`src/rtl/racer_pkg.sv`:
```
// Shared definitions for the racer game sequencer: state encodings, key bits, widths.
package racer_pkg;

    typedef enum logic [2:0] {
        IDLE      = 3'd0,
        COUNTDOWN = 3'd1,
        RACE      = 3'd2,
        PAUSE     = 3'd3,
        OVER      = 3'd4
    } game_state_e;

    localparam int unsigned KEY_W     = 6;
    localparam int unsigned KEY_LEFT  = 0;
    localparam int unsigned KEY_RIGHT = 1;
    localparam int unsigned KEY_UP    = 2;
    localparam int unsigned KEY_DOWN  = 3;
    localparam int unsigned KEY_SPACE = 4;
    localparam int unsigned KEY_ESC   = 5;

    localparam int unsigned SCORE_W = 16;
    localparam int unsigned CD_W    = 8;

    // Keyboard events are honoured only when exactly one key bit is set.
    function automatic logic key_is_onehot(input logic [KEY_W-1:0] k);
        return $onehot(k);
    endfunction

endpackage

```
`src/rtl/racer_frame_cnt.sv`:
```
// Loadable frame down-counter: clear beats load beats tick; stops at zero.
module racer_frame_cnt #(
    parameter int unsigned W = 8
) (
    input  logic         clk,
    input  logic         rst,
    input  logic         clr,
    input  logic         load,
    input  logic [W-1:0] load_val,
    input  logic         tick,
    output logic [W-1:0] count,
    output logic         zero_c
);

    assign zero_c = (count == '0);

    always_ff @(posedge clk) begin
        if (rst) begin
            count <= '0;
        end else if (clr) begin
            count <= '0;
        end else if (load) begin
            count <= load_val;
        end else if (tick && !zero_c) begin
            count <= count - W'(1);
        end
    end

endmodule

```
`src/rtl/racer_game_ctrl.sv`:
```
// Racer game sequencer: menu/countdown/race/pause/over FSM plus lane, speed and score.
// Define RACER_AUTO_ACCEL_EN to add automatic speed steps every ACCEL_FRAMES race ticks.
module racer_game_ctrl
    import racer_pkg::*;
#(
    parameter int unsigned LANES            = 3,
    parameter int unsigned SPEED_W          = 3,
    parameter int unsigned SPEED_MAX        = 7,
    parameter int unsigned COUNTDOWN_FRAMES = 180,
    parameter int unsigned ACCEL_FRAMES     = 120
) (
    input  logic                      clk,
    input  logic                      rst,
    input  logic [KEY_W-1:0]          key_evt,
    input  logic                      frame_tick,
    input  logic                      collision,
    output logic [2:0]                game_state,
    output logic [$clog2(LANES)-1:0]  lane,
    output logic [SPEED_W-1:0]        speed,
    output logic [SCORE_W-1:0]        score,
    output logic [CD_W-1:0]           cd_frames,
    output logic                      race_start
);

    localparam int unsigned LANE_W  = $clog2(LANES);
    localparam int unsigned SUM_W   = SPEED_W + 2;
    localparam int unsigned SCORE_X = SCORE_W + 1;

    if (LANES < 2) begin : g_chk_lanes
        $error("LANES must be at least 2");
    end
    if (SPEED_MAX > (2 ** SPEED_W) - 1) begin : g_chk_speed
        $error("SPEED_MAX does not fit in SPEED_W bits");
    end
    if (COUNTDOWN_FRAMES > (2 ** CD_W) - 1) begin : g_chk_cd
        $error("COUNTDOWN_FRAMES does not fit in cd_frames");
    end
    if (ACCEL_FRAMES < 1) begin : g_chk_accel
        $error("ACCEL_FRAMES must be at least 1");
    end

    game_state_e state_q, state_d;

    logic key_ok_c, kl_c, kr_c, ku_c, kd_c, ks_c, ke_c;
    logic cd_clr, cd_load, cd_tick, cd_zero_c, cd_last_c;
    logic race_ok_c, race_tick_c, race_entry_c, auto_step_c;
    logic [LANE_W-1:0]        lane_d;
    logic [SPEED_W-1:0]       speed_d;
    logic [SCORE_W-1:0]       score_d;
    logic                     race_start_d;
    logic signed [SUM_W-1:0]  spd_sum;
    logic [SCORE_X-1:0]       score_sum;

    assign key_ok_c = key_is_onehot(key_evt);
    assign kl_c = key_ok_c && key_evt[KEY_LEFT];
    assign kr_c = key_ok_c && key_evt[KEY_RIGHT];
    assign ku_c = key_ok_c && key_evt[KEY_UP];
    assign kd_c = key_ok_c && key_evt[KEY_DOWN];
    assign ks_c = key_ok_c && key_evt[KEY_SPACE];
    assign ke_c = key_ok_c && key_evt[KEY_ESC];

    // Treat a zero count like the last frame so a zero-length countdown still exits.
    assign cd_last_c    = cd_zero_c || (cd_frames == CD_W'(1));
    assign race_entry_c = (state_q == COUNTDOWN) && !ke_c && frame_tick && cd_last_c;
    assign race_ok_c    = (state_q == RACE) && !collision && !ke_c && !ks_c;
    assign race_tick_c  = race_ok_c && frame_tick;

    racer_frame_cnt #(.W(CD_W)) u_cd_cnt (
        .clk      (clk),
        .rst      (rst),
        .clr      (cd_clr),
        .load     (cd_load),
        .load_val (CD_W'(COUNTDOWN_FRAMES)),
        .tick     (cd_tick),
        .count    (cd_frames),
        .zero_c   (cd_zero_c)
    );

`ifdef RACER_AUTO_ACCEL_EN
    localparam int unsigned ACC_W = $clog2(ACCEL_FRAMES + 1);

    logic [ACC_W-1:0] acc_count;
    logic             acc_zero_c;

    // Interval counter reloads on countdown exit and after each step; idle outside RACE.
    assign auto_step_c = race_tick_c && (acc_zero_c || (acc_count == ACC_W'(1)));

    racer_frame_cnt #(.W(ACC_W)) u_acc_cnt (
        .clk      (clk),
        .rst      (rst),
        .clr      (1'b0),
        .load     (race_entry_c || auto_step_c),
        .load_val (ACC_W'(ACCEL_FRAMES)),
        .tick     (race_tick_c),
        .count    (acc_count),
        .zero_c   (acc_zero_c)
    );
`else
    assign auto_step_c = 1'b0;
`endif

    always_ff @(posedge clk) begin
        if (rst) begin
            state_q <= IDLE;
        end else begin
            state_q <= state_d;
        end
    end

    always_comb begin
        state_d = state_q;
        unique case (state_q)
            IDLE:      if (ks_c) state_d = COUNTDOWN;
            COUNTDOWN: if (ke_c) state_d = IDLE;
                       else if (race_entry_c) state_d = RACE;
            RACE:      if (collision) state_d = OVER;
                       else if (ke_c) state_d = IDLE;
                       else if (ks_c) state_d = PAUSE;
            PAUSE:     if (ks_c) state_d = RACE;
                       else if (ke_c) state_d = IDLE;
            OVER:      if (ks_c) state_d = COUNTDOWN;
                       else if (ke_c) state_d = IDLE;
            default:   state_d = IDLE;
        endcase
    end

    always_comb begin
        lane_d       = lane;
        speed_d      = speed;
        score_d      = score;
        race_start_d = 1'b0;
        cd_clr       = 1'b0;
        cd_load      = 1'b0;
        cd_tick      = 1'b0;

        // Up/down and an auto step add together, then clamp to 0..SPEED_MAX.
        spd_sum = $signed({2'b00, speed});
        if (ku_c)        spd_sum = spd_sum + SUM_W'(1);
        if (kd_c)        spd_sum = spd_sum - SUM_W'(1);
        if (auto_step_c) spd_sum = spd_sum + SUM_W'(1);
        score_sum = {1'b0, score} + SCORE_X'(speed);

        unique case (state_q)
            IDLE, OVER: begin
                if (ks_c) begin
                    cd_load = 1'b1;
                    lane_d  = LANE_W'(LANES / 2);
                    speed_d = '0;
                    score_d = '0;
                end
            end
            COUNTDOWN: begin
                if (ke_c) begin
                    cd_clr = 1'b1;
                end else begin
                    cd_tick      = frame_tick;
                    race_start_d = race_entry_c;
                end
            end
            RACE: begin
                if (race_ok_c) begin
                    if (kl_c && lane != '0) lane_d = lane - LANE_W'(1);
                    if (kr_c && lane != LANE_W'(LANES - 1)) lane_d = lane + LANE_W'(1);
                    if (spd_sum[SUM_W-1]) begin
                        speed_d = '0;
                    end else if (spd_sum > $signed(SUM_W'(SPEED_MAX))) begin
                        speed_d = SPEED_W'(SPEED_MAX);
                    end else begin
                        speed_d = spd_sum[SPEED_W-1:0];
                    end
                    if (race_tick_c) begin
                        score_d = score_sum[SCORE_W] ? '1 : score_sum[SCORE_W-1:0];
                    end
                end
            end
            default: ;
        endcase
    end

    always_ff @(posedge clk) begin
        if (rst) begin
            lane       <= LANE_W'(LANES / 2);
            speed      <= '0;
            score      <= '0;
            race_start <= 1'b0;
        end else begin
            lane       <= lane_d;
            speed      <= speed_d;
            score      <= score_d;
            race_start <= race_start_d;
        end
    end

    assign game_state = state_q;

endmodule

```
`config.mk`:
```
export PLATFORM = sky130hd
export DESIGN_NAME = racer_game_ctrl
export DESIGN_NICKNAME = d
export VERILOG_FILES = /design/src/rtl/racer_pkg.sv /design/src/rtl/racer_frame_cnt.sv /design/src/rtl/racer_game_ctrl.sv
export SDC_FILE = /design/constraint.sdc
export NUM_CORES = 1
export LEC_CHECK = 0
export BUFFER_PORTS_ARGS = -buffer_cell sky130_fd_sc_hd__buf_2
export CORE_UTILIZATION = 50
export DETAILED_ROUTE_END_ITERATION = 12
export MAX_ROUTING_LAYER = met4
export PLACE_DENSITY = 0.73
export SLEW_MARGIN = 20
export SYNTH_ARGS = -nofsm -noshare
export SYNTH_HDL_FRONTEND = slang
export SYNTH_SLANG_ARGS = --single-unit
```
`constraint.sdc`:
```
create_clock -name clk -period 8.8 [get_ports clk]
set_input_delay 0.44 -clock clk [delete_from_list [all_inputs] [get_ports clk]]
set_output_delay 0.44 -clock clk [all_outputs]
set_load 0.05 [all_outputs]
```
==> out/results.tsv <==
stage	metric	value	unit
routing	wire length on met1	2.554	mm
critical_path	Critical Path AT	4.43	ns
cells_and_area	final core occ	59.28	%
routing	DR vias	2199	
global_routing	pin count of the biggest net entering global routing	28	
cells_and_area	Antenna Diode Count	0	
cells_and_area	share of post-route cells with drive strength above 1	20.82	%
floorplan	Die H	69.69	um
synthesis	Top FF cell, synth	dfxtp_1	
global_routing	Tot GR Track Use	23.66	%
clock_network	Post-CTS Resized	0	
global_routing	antenna violations before repair	0	
critical_path	CP startpoint kind	input pin	
timing	setup_tns	0	ns
cells_and_area	fillers	403	
routing	wire per inst	14.36	um
place	Port Buffer Count	42	
clock_network	clock slew at reported path FFs	0.07	ns
critical_path	Critical Path End Type	register	
floorplan	die area	4857	um2
clock_network	Max clock buf depth	2	
place	DP Wirelength	3.760	mm
clock_network	CTS tree	done	
cells_and_area	leading cell type in the layout, fill and taps excluded	buf_2	
routing	final wirelength	5.297	mm
synthesis	Mapped Nets	301	
cells_and_area	commonest non-fill, non-tap cells in the layout	buf_2, dfxtp_1, a21oi_1, nor2_1, inv_1	
floorplan	Die Wd	69.69	um
place	dpl cells	361	
routing	metal2 WL	2.408	mm
critical_path	CP Data Required Time	9.01	ns
clock_network	postcts setup bufs	0	
floorplan	Initial Util	52.25	%
global_routing	vias in the first global route	1955	
routing	drt via density	5.959	
cells_and_area	Finished Layout Cells	369	
power	maximum VDD drop	83.61	uV
floorplan	FP Rows	24	
timing	Final period util	47.88	%
place	gpl congestion	0.7872	
clock_network	htree depth	2	
synthesis	Seq/Total Area, Yosys	28.84	%
synthesis	Cell variety after synth	68	
global_routing	global-route wire length before repair	9.135	mm
global_routing	global route total overflow	0	
clock_network	# hold bufs at CTS	0	
routing	DRC Markers	0	
timing	RSZ-0062 raised after global routing	false	
synthesis	Yosys Warn Count	0	
critical_path	critical path peak fanout	22	
cells_and_area	Layout area overhead	13.44	%
routing	DRT iter0 DRCs	126	
power	total design power	423.4	uW
job	Max-Cap Viols	0	
routing	1st-pass router iterations	4	
synthesis	syn avg cell area	8.182	um2
synthesis	Cells after Synth	280	
synthesis	synthesized flop and latch total	33	
floorplan	top-level I/O count	43	
timing	fin. max-slew vios	0	
synthesis	Post-synth ARST share	0	%
timing	final setup violation count	0	
run_status	outcome	complete, no violations	
timing	fmax	237.3	MHz
timing	max_slew headroom	49.34	%
clock_network	TritonCTS Sinks	33	
clock_network	Num CTS Buffers	5	
hold_path	Hold Crit Class	in2reg	
power	leakage	0.001073	uW
routing	Top Metal Used	met4	
floorplan	core region area	4384	um2
clock_network	worst skew pair latency	0.29	ns
timing	Fin. Hold Viols	0	
timing	Final Critical Period	4.213	ns
critical_path	CP Class	in2reg	
cells_and_area	nets	337	
timing	clk_skew	0.005542	ns
timing	measured slew at the worst slew-check pin	0.7572	ns
synthesis	Syn Std Cell Area	2291	um2
routing	wire length on met3	277	um
clock_network	CTS root buffer	clkbuf_8	
power	P per Cell Area	162.9	nW/um2
routing	antenna-violating nets left	0	
synthesis	Post-synth EDFFs	0	
-- cell type report --
| class | count | area [um2] | share of cell area, % |
|---|---|---|---|
| Multi-Input combinational cell | 216 | 1494 | 57.49 |
| Inverter | 18 | 67.56 | 2.600 |
| Timing Repair Buffer | 42 | 210.2 | 8.089 |
| Sequential cell | 33 | 660.6 | 25.42 |
| Tap cell | 52 | 65.06 | 2.504 |
| Clock inverter | 1 | 5.005 | 0.1926 |
| Clock buffer | 7 | 96.34 | 3.707 |
-- per-layer routing --
| metal | global-route usage [%] | up-vias |
|---|---|---|
| met5 | - | - |
| met4 | 6.667 | 0 |
| met3 | 3.488 | 7 |
| met2 | 36.35 | 64 |
| met1 | 32.54 | 1021 |
| li1 | - | 1107 |
-- synth_stat cells (3+ instances only) --
library cell	n	share of area [%]
a211oi_1	3	0.98
nor4_1	7	1.9
o21ai_1	16	3.5
a21o_1	5	1.6
ha_1	7	3.8
buf_2	5	1.1
nand3_1	7	1.5
o21ai_0	7	1.5
inv_1	18	2.9
a21oi_1	28	6.1
nor2b_1	6	1.6
nand2_1	15	2.5
a22oi_1	3	0.98
xnor2_1	5	1.9
dfxtp_1	33	29
clkbuf_1	6	0.98
nand2b_1	3	0.82
mux2i_1	4	1.7
or4_1	3	0.98
nor2_1	21	3.4
o21a_1	3	0.98
fa_1	4	3.5
and2_1	3	0.82
nor3_1	13	2.8
-- stage by stage --
stage | hold slack [ns] | cell area, um2 | setup WS, ns
after detailed placement | 0.5067 | 2497 | 4.342
after global routing | 0.4765 | 2599 | 4.410
after floorplan | 0.5821 | 2291 | 5.278
after CTS | 0.4704 | 2599 | 4.636
final | 0.4723 | 2599 | 4.587
after global placement | 0.4962 | 2497 | 4.463
-- state kept, by name (all words and copies together), names as in the netlist --
signal,cells
score,16
u_cd_cnt.count,8
game_state,3
speed,3
lane,2
race_start,1
-- critical path, cell delays in order --
cell and delay [ns]:
buf_2 0.11, inv_1 0.07, fa_1 0.47, fa_1 0.49, inv_1 0.04, ha_1 0.18
fa_1 0.48, or3b_1 0.57, o211a_1 0.54, nor2_1 0.69, o21ai_0 0.20, a21oi_1 0.16
-- power breakdown --
| part | internal [uW] | switching [uW] | leakage [uW] |
|---|---|---|---|
| sequential | 156 | 11.9 | 0.000266 |
| combinational | 43.9 | 82.5 | 0.000752 |
| clock | 70.8 | 58.1 | 0.0000542 |
-- final timing paths --
check	from	end	slack (ns)	cells past startpoint
setup reg to reg	speed[0]	score[2]	5.84	8
hold reg to reg	lane[1]	lane[1]	0.51	2
setup / recovery	key_evt[1]	score[3]	4.59	12
hold / removal	frame_tick	race_start	0.47	3
-- cells by family after synthesis --
logic type	Yosys count	share of synthesized area [%]
fa+ha+maj	11	7.318
buf+inv	31	5.953
simple gates	101	26.22
mux	6	2.731
compound gates	92	26.65
flops	33	28.84
xor+xnor	6	2.294
(Power assumes the default switching activity.)
